==> src/rtl/ifetch_pkg.sv <==
// Shared types and constants for the prefetching fetch unit.
// Entry layout used by the prefetch buffer and the fetch front end.
package ifetch_pkg;

    localparam int INST_W        = 32;
    localparam int IFETCH_ADDR_W = 64;

    localparam logic [IFETCH_ADDR_W-1:0] IFETCH_RESET_PC = 64'h8000_0000;

    typedef struct packed {
        logic [IFETCH_ADDR_W-1:0] pc;
        logic [INST_W-1:0]        inst;
    } fetch_entry_t;

endpackage

==> src/rtl/ifetch_fifo.sv <==
// Prefetch buffer: DEPTH-entry FIFO of fetch entries.
// Flush clears in one cycle and wins over push.
module ifetch_fifo
    import ifetch_pkg::*;
#(
    parameter  int DEPTH = 4,
    localparam int CW    = $clog2(DEPTH + 1),
    localparam int PW    = $clog2(DEPTH)
) (
    input  logic         clk,
    input  logic         rst,
    input  logic         push,
    input  logic         pop,
    input  logic         flush,
    input  fetch_entry_t din,
    output fetch_entry_t head,
    output logic [CW-1:0] count,
    output logic         empty
);

    fetch_entry_t  mem [DEPTH];
    logic [PW-1:0] wr_ptr;
    logic [PW-1:0] rd_ptr;
    logic          push_ok;
    logic          pop_ok;

    assign empty   = (count == '0);
    assign push_ok = push && (count != CW'(DEPTH));
    assign pop_ok  = pop && !empty;
    assign head    = mem[rd_ptr];

    // Pointer and occupancy bookkeeping; pointers wrap naturally.
    always_ff @(posedge clk or posedge rst) begin
        if (rst) begin
            wr_ptr <= '0;
            rd_ptr <= '0;
            count  <= '0;
        end else if (flush) begin
            wr_ptr <= '0;
            rd_ptr <= '0;
            count  <= '0;
        end else begin
            if (push_ok) wr_ptr <= wr_ptr + 1'b1;
            if (pop_ok)  rd_ptr <= rd_ptr + 1'b1;
            count <= count + CW'(push_ok) - CW'(pop_ok);
        end
    end

    // Entry storage; contents are don't-care while empty.
    always_ff @(posedge clk) begin
        if (push_ok && !flush) mem[wr_ptr] <= din;
    end

endmodule

==> src/rtl/ifetch_prefetch.sv <==
// Sequential-PC prefetching fetch stage on an AXI AR/R channel.
// Define IFETCH_PERF_EN to add fetch/drop/stall performance counters.
module ifetch_prefetch
    import ifetch_pkg::*;
#(
    parameter int               ADDR_W     = 64,
    parameter int               DATA_W     = 64,
    parameter int               BUF_DEPTH  = 4,
    parameter int               MAX_OUT    = 2,
    parameter logic [ADDR_W-1:0] RESET_PC  = IFETCH_RESET_PC[ADDR_W-1:0],
    parameter int               BOOT_DELAY = 10
) (
    input  logic              clk,
    input  logic              rst,
`ifdef IFETCH_PERF_EN
    output logic [31:0]       perf_fetch_cnt,
    output logic [31:0]       perf_drop_cnt,
    output logic [31:0]       perf_stall_cnt,
`endif
    input  logic              redirect_vld,
    input  logic [ADDR_W-1:0] redirect_pc,
    output logic              inst_vld,
    input  logic              inst_rdy,
    output logic [ADDR_W-1:0] inst_pc,
    output logic [63:0]       inst,
    output logic [ADDR_W-1:0] axi_AR_ADDR,
    output logic              axi_AR_VALID,
    input  logic              axi_AR_READY,
    input  logic [DATA_W-1:0] axi_R_DATA,
    input  logic              axi_R_VALID,
    output logic              axi_R_READY
);

    localparam int CW = $clog2(BUF_DEPTH + 1);
    localparam int SW = CW + 1;
    localparam int BW = $clog2(BOOT_DELAY + 2);

    logic [ADDR_W-1:0] fetch_pc, fetch_nxt;
    logic [ADDR_W-1:0] push_pc, push_nxt;
    logic [CW-1:0]     out_cnt, out_nxt;
    logic [CW-1:0]     drop_cnt, drop_nxt;
    logic [CW-1:0]     occ, occ_nxt;
    logic [BW-1:0]     boot_cnt;
    logic              ar_stale;
    logic              ar_hs, r_beat, r_drop, push, pop;
    logic              pend_nxt, raise, boot_en, empty;
    fetch_entry_t      din, head;

    assign axi_R_READY = 1'b1;
    assign ar_hs   = axi_AR_VALID && axi_AR_READY;
    assign r_beat  = axi_R_VALID && (out_cnt != '0);
    assign r_drop  = r_beat && (redirect_vld || drop_cnt != '0);
    assign push    = r_beat && !r_drop;
    assign pop     = inst_vld && inst_rdy;
    assign boot_en = (boot_cnt == BW'(BOOT_DELAY));

    assign din.pc   = IFETCH_ADDR_W'(push_pc);
    assign din.inst = push_pc[2] ? axi_R_DATA[63:32] : axi_R_DATA[31:0];

    assign inst_vld = !empty;
    assign inst_pc  = empty ? '0 : head.pc[ADDR_W-1:0];
    assign inst     = empty ? '0 : {32'b0, head.inst};

    ifetch_fifo #(.DEPTH(BUF_DEPTH)) u_fifo (
        .clk   (clk),
        .rst   (rst),
        .push  (push),
        .pop   (pop),
        .flush (redirect_vld),
        .din   (din),
        .head  (head),
        .count (occ),
        .empty (empty)
    );

    // Next-state view of credits, PCs and drop count for this cycle.
    always_comb begin
        out_nxt  = out_cnt + CW'(ar_hs) - CW'(r_beat);
        occ_nxt  = redirect_vld ? '0 : occ + CW'(push) - CW'(pop);
        pend_nxt = axi_AR_VALID && !axi_AR_READY;
        fetch_nxt = fetch_pc;
        if (redirect_vld)
            fetch_nxt = redirect_pc;
        else if (ar_hs && !ar_stale)
            fetch_nxt = fetch_pc + ADDR_W'(4);
        push_nxt = push_pc;
        if (redirect_vld)
            push_nxt = redirect_pc;
        else if (push)
            push_nxt = push_pc + ADDR_W'(4);
        drop_nxt = drop_cnt;
        if (redirect_vld)
            drop_nxt = out_nxt + CW'(pend_nxt);
        else if (r_beat && drop_cnt != '0)
            drop_nxt = drop_cnt - 1'b1;
        raise = boot_en && !pend_nxt
             && ({1'b0, out_nxt} < SW'(MAX_OUT))
             && ({1'b0, occ_nxt} + {1'b0, out_nxt} < SW'(BUF_DEPTH));
    end

    // Fetch state, boot counter and registered AR request.
    always_ff @(posedge clk or posedge rst) begin
        if (rst) begin
            fetch_pc     <= RESET_PC;
            push_pc      <= RESET_PC;
            out_cnt      <= '0;
            drop_cnt     <= '0;
            boot_cnt     <= '0;
            ar_stale     <= 1'b0;
            axi_AR_VALID <= 1'b0;
            axi_AR_ADDR  <= '0;
        end else begin
            if (!boot_en) boot_cnt <= boot_cnt + 1'b1;
            fetch_pc <= fetch_nxt;
            push_pc  <= push_nxt;
            out_cnt  <= out_nxt;
            drop_cnt <= drop_nxt;
            ar_stale <= pend_nxt && (ar_stale || redirect_vld);
            if (pend_nxt) begin
                axi_AR_VALID <= 1'b1;
            end else if (raise) begin
                axi_AR_VALID <= 1'b1;
                axi_AR_ADDR  <= {fetch_nxt[ADDR_W-1:3], 3'b0};
            end else begin
                axi_AR_VALID <= 1'b0;
            end
        end
    end

`ifdef IFETCH_PERF_EN
    // Free-running event counters, wrapping at 2^32.
    always_ff @(posedge clk or posedge rst) begin
        if (rst) begin
            perf_fetch_cnt <= '0;
            perf_drop_cnt  <= '0;
            perf_stall_cnt <= '0;
        end else begin
            perf_fetch_cnt <= perf_fetch_cnt + 32'(ar_hs);
            perf_drop_cnt  <= perf_drop_cnt + 32'(r_drop);
            perf_stall_cnt <= perf_stall_cnt + 32'(inst_vld && !inst_rdy);
        end
    end
`endif

endmodule

==> config.mk <==
export PLATFORM = sky130hd
export DESIGN_NAME = ifetch_prefetch
export DESIGN_NICKNAME = d
export VERILOG_FILES = /design/src/rtl/ifetch_pkg.sv /design/src/rtl/ifetch_fifo.sv /design/src/rtl/ifetch_prefetch.sv
export SDC_FILE = /design/constraint.sdc
export NUM_CORES = 1
export LEC_CHECK = 0
export BUFFER_PORTS_ARGS = -buffer_cell sky130_fd_sc_hd__buf_2
export CAP_MARGIN = 20
export CORE_MARGIN = 2
export CORE_UTILIZATION = 25
export CTS_CLUSTER_DIAMETER = 30
export DETAILED_ROUTE_END_ITERATION = 10
export SYNTH_ARGS = -nofsm -noshare
export SYNTH_HDL_FRONTEND = slang
export SYNTH_SLANG_ARGS = --single-unit
==> constraint.sdc <==
create_clock -name clk -period 6.4 [get_ports clk]
set_clock_uncertainty 0.1 [all_clocks]
set_input_delay 0.64 -clock clk [delete_from_list [all_inputs] [get_ports clk]]
set_output_delay 0.64 -clock clk [all_outputs]
set_load 0.005 [all_outputs]
==> results.md, run 1 <==
* Status: complete, no violations
* Peak VDD IR at roughly 0.44 mV
* Total length of routed wires at 69000 um
* Fin cells at 3558
* Met1 Routed Length at 31200 um
* Buf/Inv on CP at 3
* Met2 wire len at about 31000 um
* CP Cell Sequence: o31ai_1 -> inv_1 -> ha_1 -> inv_1 -> ha_1 -> fa_1 -> xor2_1 -> xnor2_1 -> ha_1 -> nor4_1 -> nand3_1 -> nor2_4 -> buf_4 -> mux2_2
* Drt drc at 0
* Layout area overhead at 26.6%
* Part of the power in registers at 0.339
* Cts repair resizes at 0
* Die Width at between 300 and 400 um
* First-pass GRT wire length at 103000 um
* Buffers on Ports at 292
* FF-to-FF setup slack at between 1000 and 1500 ps
* HP Start: redirect_pc[0]
* Max Used Layer: met5
* Reg area at 16700 sq um
* Max Cap Viol at 0
* Clock Tree Buf Depth at 3
* I/O pins at 329
* Largest net degree at the start of global routing at 139
* Clk root buf: clkbuf_16
* Vias per cell at 4.39
* Row cnt at 117
* Synth top area cells: edfxtp_1, dfrtp_1, mux4_2, mux2_2, and2_1
* Number of antenna violations at the first check in global routing at 11
* Cell Area, Synth at 25800 sq um
* R2R Path End: axi_AR_ADDR[48]$_DFFE_PP0P_
* Sink Count at just under 600
* Routed Antenna Nets at 0
* Worst Reg2Reg Path Length in Cells at 14
* Final Cycle Share at 0.778
* Layout cell share with drive strength beyond 1 at 0.333
* 1st-iter DRT viols at 842
* Clock share of power at 0.410
* Sequential share of the synthesized area at 0.646
* Final Hold Vio Count at 0
* Tmin final at 4980 ps
* YS warnings at 0
* Synthesized area per cell at 14.8 sq um
* Final core utilization at 0.320
* Met3 routed WL at between 4000 and 5000 um
* Net Sw Power at 4380 uW
* Slew Viols, Final at 0
* Critical Path AT at roughly 5400 ps
* Total GRT Usage at 0.129
* Commonest cells after routing, fill and taps aside: edfxtp_1, buf_2, dfrtp_1
* Critical path origin: out_cnt[1]$_DFF_PP0_
* Ys flop type: edfxtp_1
* Hpwl dp at between 40000 and 50000 um
* HP Class: in2reg
* Placer Congestion at 0.778
* Cells after DPL at 3340
* Hold Path End: push_pc[0]$_DFFE_PP0P_
* Slowest stage delay, CP at 640 ps
* Post-layout nets at 2245
* DRT Pass-1 Iters at 5
* Worst Setup Start Kind: flip-flop
* Fin Setup TNS at 0 ps
* Num CTS Buffers at 114
* FF-to-FF Start: out_cnt[1]$_DFF_PP0_
* Vias in the first global route at 16100
* Largest fanout on the critical path at between 50 and 60
* Post-synth top area cell: edfxtp_1
* Slew margin rel. at 0.331
* PwrDens at around 440 nW/um^2
* Core area at 102000 sq um
* GRT overflow at 0
* DIE AREA at 106000 sq um
* FILL cells at 10200
* Internal at roughly 10000 uW
* Area occupied by multi-input gates at 8590 sq um
* Sw Ratio at 0.305
* Routed len/inst at 19.4 um
* Mapped Cells at 1745
* Clock transition at the registers of the reported paths at 50 ps
* Asr flop ratio synth at 0.349
* Area share of the largest cell type after synthesis at 0.446
* Slowest cell on crit path: o31ai_1
* Worst EP required at ~6900 ps
* Yosys cell types at slightly below 70
* Worst-Margin Slew at 997 ps
* CTS tree: yes
* Chip Height at around 330 um
* Crit Path Category: reg2reg
* DR vias at 15600
* CP top delay family: adder cells
* CP dominant cell by count: ha_1
* Clk Latency, worst-skew pair at 660 ps
* Endpoints failing setup at 0
* Cell depth of the worst hold path at 2
* Commonest non-fill, non-tap cell in the layout: edfxtp_1
* Comb pwr share at 0.252
* Number of synthesized register bits at 590
* Initial Util at 0.253
* Lkg Pwr at 0.0121 uW
* CP endpoint kind: flip-flop
* H-tree depth at 3
* Number of synthesized flops with an enable pin at 384
* Max Clk Rate at 201 MHz
* RSZ-0062 raised after global routing: no
[layer usage]
metal  up-vias  GRT usage
li1       7211          -
met1      7846      0.172
met2       431      0.197
met3       129     0.0381
met4        18     0.0498
met5         -          0
[area by class of cell]
cell class,instances,share of cell area
Sequential cell,590,0.510
Inverter,31,0.00386
Timing Repair Buffer,316,0.0518
Tap cell,1368,0.0523
Antenna cell,2,0.000153
Clock inverter,79,0.0258
Multi-Input combinational cell,1036,0.262
Clock buffer,136,0.0935
[registers in the layout, indices dropped and copies added, names as in the netlist]
| register | cells |
|---|---|
| u_fifo.wr_ptr | 2 |
| u_fifo.mem | 384 |
| u_fifo.count | 3 |
| axi_AR_ADDR | 61 |
| axi_AR_VALID | 1 |
| boot_cnt | 4 |
| u_fifo.rd_ptr | 2 |
| fetch_pc | 62 |
| out_cnt | 3 |
| drop_cnt | 3 |
| push_pc | 64 |
| ar_stale | 1 |
[cells by family (layout without fill, tap and decap cells)]
family | after synthesis | count (layout) | synth area share
AOI/OAI and AO/OA | 146 | 146 | 0.0381
xor gates and xnor gates | 119 | 119 | 0.0403
adders and majority gates | 22 | 22 | 0.0115
buffers and inverters | 153 | 562 | 0.0284
DFF | 590 | 590 | 0.646
muxes | 184 | 184 | 0.122
other | 2 | 38 | 0.000291
and+or+nand+nor | 529 | 529 | 0.113
[stage by stage]
step / hold slack (ps) / instance area [sq um] / total power (uW) / setup slack (ps)
after floorplan: 367 / 26000 / 7110 / 39.2
after global placement: 358 / 28800 / 8600 / 1470
after detailed placement: 365 / 28800 / 8650 / 1440
after CTS: 54.7 / 32700 / 14600 / 1430
after global routing: 87.9 / 32700 / 15200 / 982
final: 112 / 32700 / 14400 / 1420
[Yosys cell counts (all sizes together) (2+ instances only)]
| library cell | count |
|---|---|
| mux2 | 82 |
| a21o | 5 |
| a211oi | 4 |
| clkbuf | 61 |
| o31ai | 16 |
| xnor2 | 57 |
| nand4b | 3 |
| nor4b | 2 |
| a21boi | 12 |
| and3 | 23 |
| o21a | 4 |
| dfrtp | 204 |
| or4 | 3 |
| nand3b | 2 |
| ha | 19 |
| mux4 | 96 |
| nor3 | 27 |
| nand4 | 45 |
| xor2 | 62 |
| o21ai | 6 |
| fa | 3 |
| a221oi | 15 |
| nor4 | 21 |
| and2 | 115 |
| a31oi | 7 |
| nand2b | 9 |
| nor2b | 5 |
| nor2 | 114 |
| inv | 30 |
| dfstp | 2 |
| edfxtp | 384 |
| a21oi | 67 |
| a31o | 2 |
| nor3b | 2 |
| a311o | 2 |
| o211ai | 2 |
| nand2 | 77 |
| mux2i | 6 |
| buf | 61 |
| or2 | 3 |
| nand3 | 47 |
| or3 | 6 |
| conb | 2 |
| and4 | 21 |
[what timing repair did]
item	in CTS	in global routing
endpoints found under the hold margin	68	0
buffers inserted	0	0
hold buffers	1	0
[worst register-to-register path: stages, from the launching register on]
cell and delay (ps):
dfrtp_1 400, o31ai_1 640, inv_1 170, ha_1 320, inv_1 40, ha_1 180, fa_1 390, xor2_1 170
xnor2_1 460, ha_1 330, nor4_1 360, nand3_1 170, nor2_4 100, buf_4 570, mux2_2 490
[power groups by stage]
stage          Sequential (uW)  Combinational, uW  Clock (uW)
2_1_floorplan             4840               2270           0
3_3_place_gp              4930               3680           0
4_1_cts                   4870               3740        6020
6_report                  4860               3610        5880
3_5_place_dp              4930               3720           0
5_1_grt                   4920               4030        6220
[worst max-delay path by stage]
stage / end / cells past startpoint
2_1_floorplan: ar_stale$_DFF_PP0_ / 1
3_3_place_gp: axi_AR_ADDR[48]$_DFFE_PP0P_ / 14
3_5_place_dp: axi_AR_ADDR[44]$_DFFE_PP0P_ / 14
4_1_cts: axi_AR_ADDR[44]$_DFFE_PP0P_ / 14
5_1_grt: axi_AR_ADDR[63]$_DFFE_PP0P_ / 15
6_report: axi_AR_ADDR[48]$_DFFE_PP0P_ / 14
Note: power is estimated with default switching activity, not from simulation.
==> run 2: changes to the inputs <==
--- a/config.mk
+++ b/config.mk
@@ -5,6 +5,7 @@
 export SDC_FILE = /design/constraint.sdc
 export NUM_CORES = 1
 export LEC_CHECK = 0
+export ABC_AREA = 1
 export BUFFER_PORTS_ARGS = -buffer_cell sky130_fd_sc_hd__buf_2
 export CAP_MARGIN = 20
 export CORE_MARGIN = 2
==> constraint.sdc (replaced) <==
create_clock -name clk -period 4.4 [get_ports clk]
set_clock_uncertainty 0.1 [all_clocks]
set_input_delay 0.44 -clock clk [delete_from_list [all_inputs] [get_ports clk]]
set_output_delay 0.44 -clock clk [all_outputs]
set_load 0.005 [all_outputs]
==> results.md, run 2 <==
* CTS tree: yes
* HP Class: in2reg
* DIE AREA at 115000 sq um (+8.7%)
* Top-count cell post-synth: nand2_1
* Clock Tree Buf Depth at 3 (unchanged)
* Largest net degree at the start of global routing at 97 (-30%)
* Placer Congestion at 0.916 (+18%)
* Commonest non-fill, non-tap cell in the layout: nand2_1
* YS warnings at 0 (unchanged)
* Lkg Pwr at 0.0145 uW (+20%)
* Max Clk Rate at 254 MHz (+27%)
* Peak VDD IR at 0.312 mV (-30%)
* Final Hold Vio Count at 0 (unchanged)
* Status: complete, no violations
* Post-synth top area cell: edfxtp_1
* Grt met3 use at 0.0244 (-0.0137)
* Hpwl dp at 63800 um (+37%)
* Number of antenna violations at the first check in global routing at 3 (-8)
* Total GRT Usage at 0.157 (+0.0282)
* Area share of the largest cell type after synthesis at 0.410 (-0.0360)
* Row cnt at 123 (+5.1%)
* Initial Util at 0.251 (-0.00203)
* Number of synthesized flops with an enable pin at 384 (unchanged)
* Number of synthesized register bits at 590 (unchanged)
* Die Width at 339 um (+4.2%)
* Met1 Track Usage GR at 0.220 (+0.0486)
* RSZ-0062 raised after global routing: no
* I/O pins at 329 (unchanged)
* Chip Height at 339 um (+4.2%)
* Max Cap Viol at 0 (unchanged)
* Slew margin rel. at 0.354 (+0.0231)
* First-pass GRT wire length at 137000 um (+33%)
* Vias in the first global route at 21700 (+35%)
* Largest register FFs at 384 (unchanged)
* Min setup slack post-route at 469 ps (-951 ps)
* Worst EP required at 4880 ps (-1970 ps)
* Vias per cell at 4.55 (+3.6%)
* PwrDens at 602 nW/um^2 (+37%)
* Most flops, register: u_fifo.mem
* Tmin final at 3930 ps (-1050 ps)
* Fin cells at 5046 (+42%)
* Layout cell share with drive strength beyond 1 at 0.167 (-0.166)
* Fin Hold WS at 27.7 ps (-83.9 ps)
* Met2 Use GR at 0.251 (+0.0547)
* Clk Latency, worst-skew pair at 700 ps (+40 ps)
* Largest fanout on the critical path at 57 (-1.7%)
* Grt peak-use layer: met2
* Post-Place Setup Slack at 494 ps (-944 ps)
* Synth top area cells: edfxtp_1, dfrtp_1, nand2_1, nor2_1, o21ai_0
* Drt drc at 0 (unchanged)
* Yosys cell types at 52 (-24%)
* Sink Count at 590 (unchanged)
* Total length of routed wires at 92600 um (+34%)
* Cells after DPL at 4791 (+43%)
* Asr flop ratio synth at 0.349 (unchanged)
* Worst-Margin Slew at 970 ps (-27.2 ps)
* Num CTS Buffers at 110 (-3.5%)
* CP endpoint kind: flip-flop
* Routed Antenna Nets at 0 (unchanged)
* Synthesized area per cell at 9.08 sq um (-39%)
* Mapped Cells at 3097 (+77%)
* DR vias at 23000 (+47%)
* Commonest cells after routing, fill and taps aside: nand2_1, nor2_1, edfxtp_1
* Final core utilization at 0.318 (-0.00257)
* Buffers on Ports at 292 (unchanged)
* Endpoints failing setup at 0 (unchanged)
* DRT Pass-1 Iters at 5 (unchanged)
* Ys flop type: edfxtp_1
* Slew Viols, Final at 0 (unchanged)
* H-tree depth at 3 (unchanged)
* Crit Path Category: reg2reg
* Routed len/inst at 18.4 um (-5.3%)
* Critical Path AT at 4410 ps (-1020 ps)
* Post-layout nets at 3606 (+61%)
* 1st-iter DRT viols at 1843 (+120%)
* Core area at 112000 sq um (+9.6%)
* Largest regs: u_fifo.mem: 384 flops, push_pc: 64 flops, fetch_pc: 62 flops
* GRT overflow at 0 (unchanged)
* Commonest cells post-synth: nand2_1, nor2_1, edfxtp_1
* Sequential share of the synthesized area at 0.594 (-0.0521)
* Final Cycle Share at 0.893 (+0.115)
* Layout area overhead at 26.6% (about the same)
* Clk root buf: clkbuf_16
* Clock transition at the registers of the reported paths at 60 ps (about the same)
* Cell Area, Synth at 28100 sq um (+8.8%)
* Worst Setup Start Kind: flip-flop
## run 2: cell count changes after synthesis, sizes merged, moves of 21 or more
cell | before | now
inv | 30 | 203
mux2 | 82 | 0
buf | 61 | 91
mux4 | 96 | 0
xnor2 | 57 | 4
and2 | 115 | 4
nand2 | 77 | 723
and3 | 23 | 1
nor2 | 114 | 658
xor2 | 62 | 35
o21ai | 6 | 258
and4 | 21 | 0
nand3 | 47 | 134
a21oi | 67 | 130
## run 2: area by class of cell
cell class                      count  area (sq um)
Multi-Input combinational cell   2174         10000
Timing Repair Buffer              371          2300
Clock inverter                     78          1090
Tap cell                         1500          1880
Inverter                          203           773
Fill cell                       11700         76400
Sequential cell                   590         16700
Clock buffer                      129          2870
Antenna cell                        1          2.50
## run 2: final timing paths
| path | cells past startpoint | slack [ps] | end | startpoint |
|---|---|---|---|---|
| hold / removal | 3 | 30 | push_pc[7]$_DFFE_PP0N_ | redirect_pc[7] |
| setup reg to reg | 18 | 470 | axi_AR_ADDR[39]$_DFFE_PP0P_ | u_fifo.count[1]$_DFF_PP0_ |
| min in group asynchronous | 3 | 360 | axi_AR_ADDR[6]$_DFFE_PP0P_ | rst |
| setup / recovery | 18 | 470 | axi_AR_ADDR[39]$_DFFE_PP0P_ | u_fifo.count[1]$_DFF_PP0_ |
| max in group asynchronous | 4 | 2900 | axi_AR_ADDR[58]$_DFFE_PP0P_ | rst |
| hold reg to reg | 2 | 370 | axi_AR_ADDR[52]$_DFFE_PP0P_ | axi_AR_ADDR[52]$_DFFE_PP0P_ |
## run 2: report_power, final
group / internal (uW) / switching (uW)
clock: 5750 / 3080
combinational: 1750 / 3550
sequential: 6650 / 628
total: 14200 / 7260
## run 2: cell families after synthesis
family          after synthesis  share of synthesized area
simple gates               1625                      0.241
flops                       590                      0.594
compound gates              452                     0.0861
buf+inv                     367                     0.0565
xor+xnor                     39                     0.0122
fa+ha+maj                    22                     0.0106
other cells                   2                   0.000267
## run 2: worst max-delay path: stages (launching register included)
cell and delay [ps]:
dfrtp_1 390, or2_2 340, nor2_4 100, inv_1 80, nand2_1 100, inv_1 70, ha_1 270, inv_1 50
ha_1 180, fa_1 380, nand2_1 70, nor3b_1 180, ha_1 280, nor4_4 320, nand2_4 120, inv_4 240
buf_12 270, nor2_1 70, a31oi_1 150
## run 2: repair_timing
| action | 4_1_cts | 5_1_grt |
|---|---|---|
| hold buffers | 47 | 0 |
| endpoints found under the hold margin | 108 | 0 |
| gates resized for setup | 0 | 0 |
| setup buffers | 0 | 0 |
## run 2: layer usage
metal / part of all wire / wire length [um]
met3: 0.064 / 5900
met4: 0.023 / 2100
met2: 0.46 / 42400
met5: 0 / 0
met1: 0.46 / 42300
## run 2: through the flow
stage               area (sq um)  TNS, ps  power, uW
floorplan                  28200  -580060      10300
global placement           31200        0      12700
detailed placement         31200        0      12800
CTS                        35600        0      21700
global route               35600        0      22600
finish                     35600        0      21400
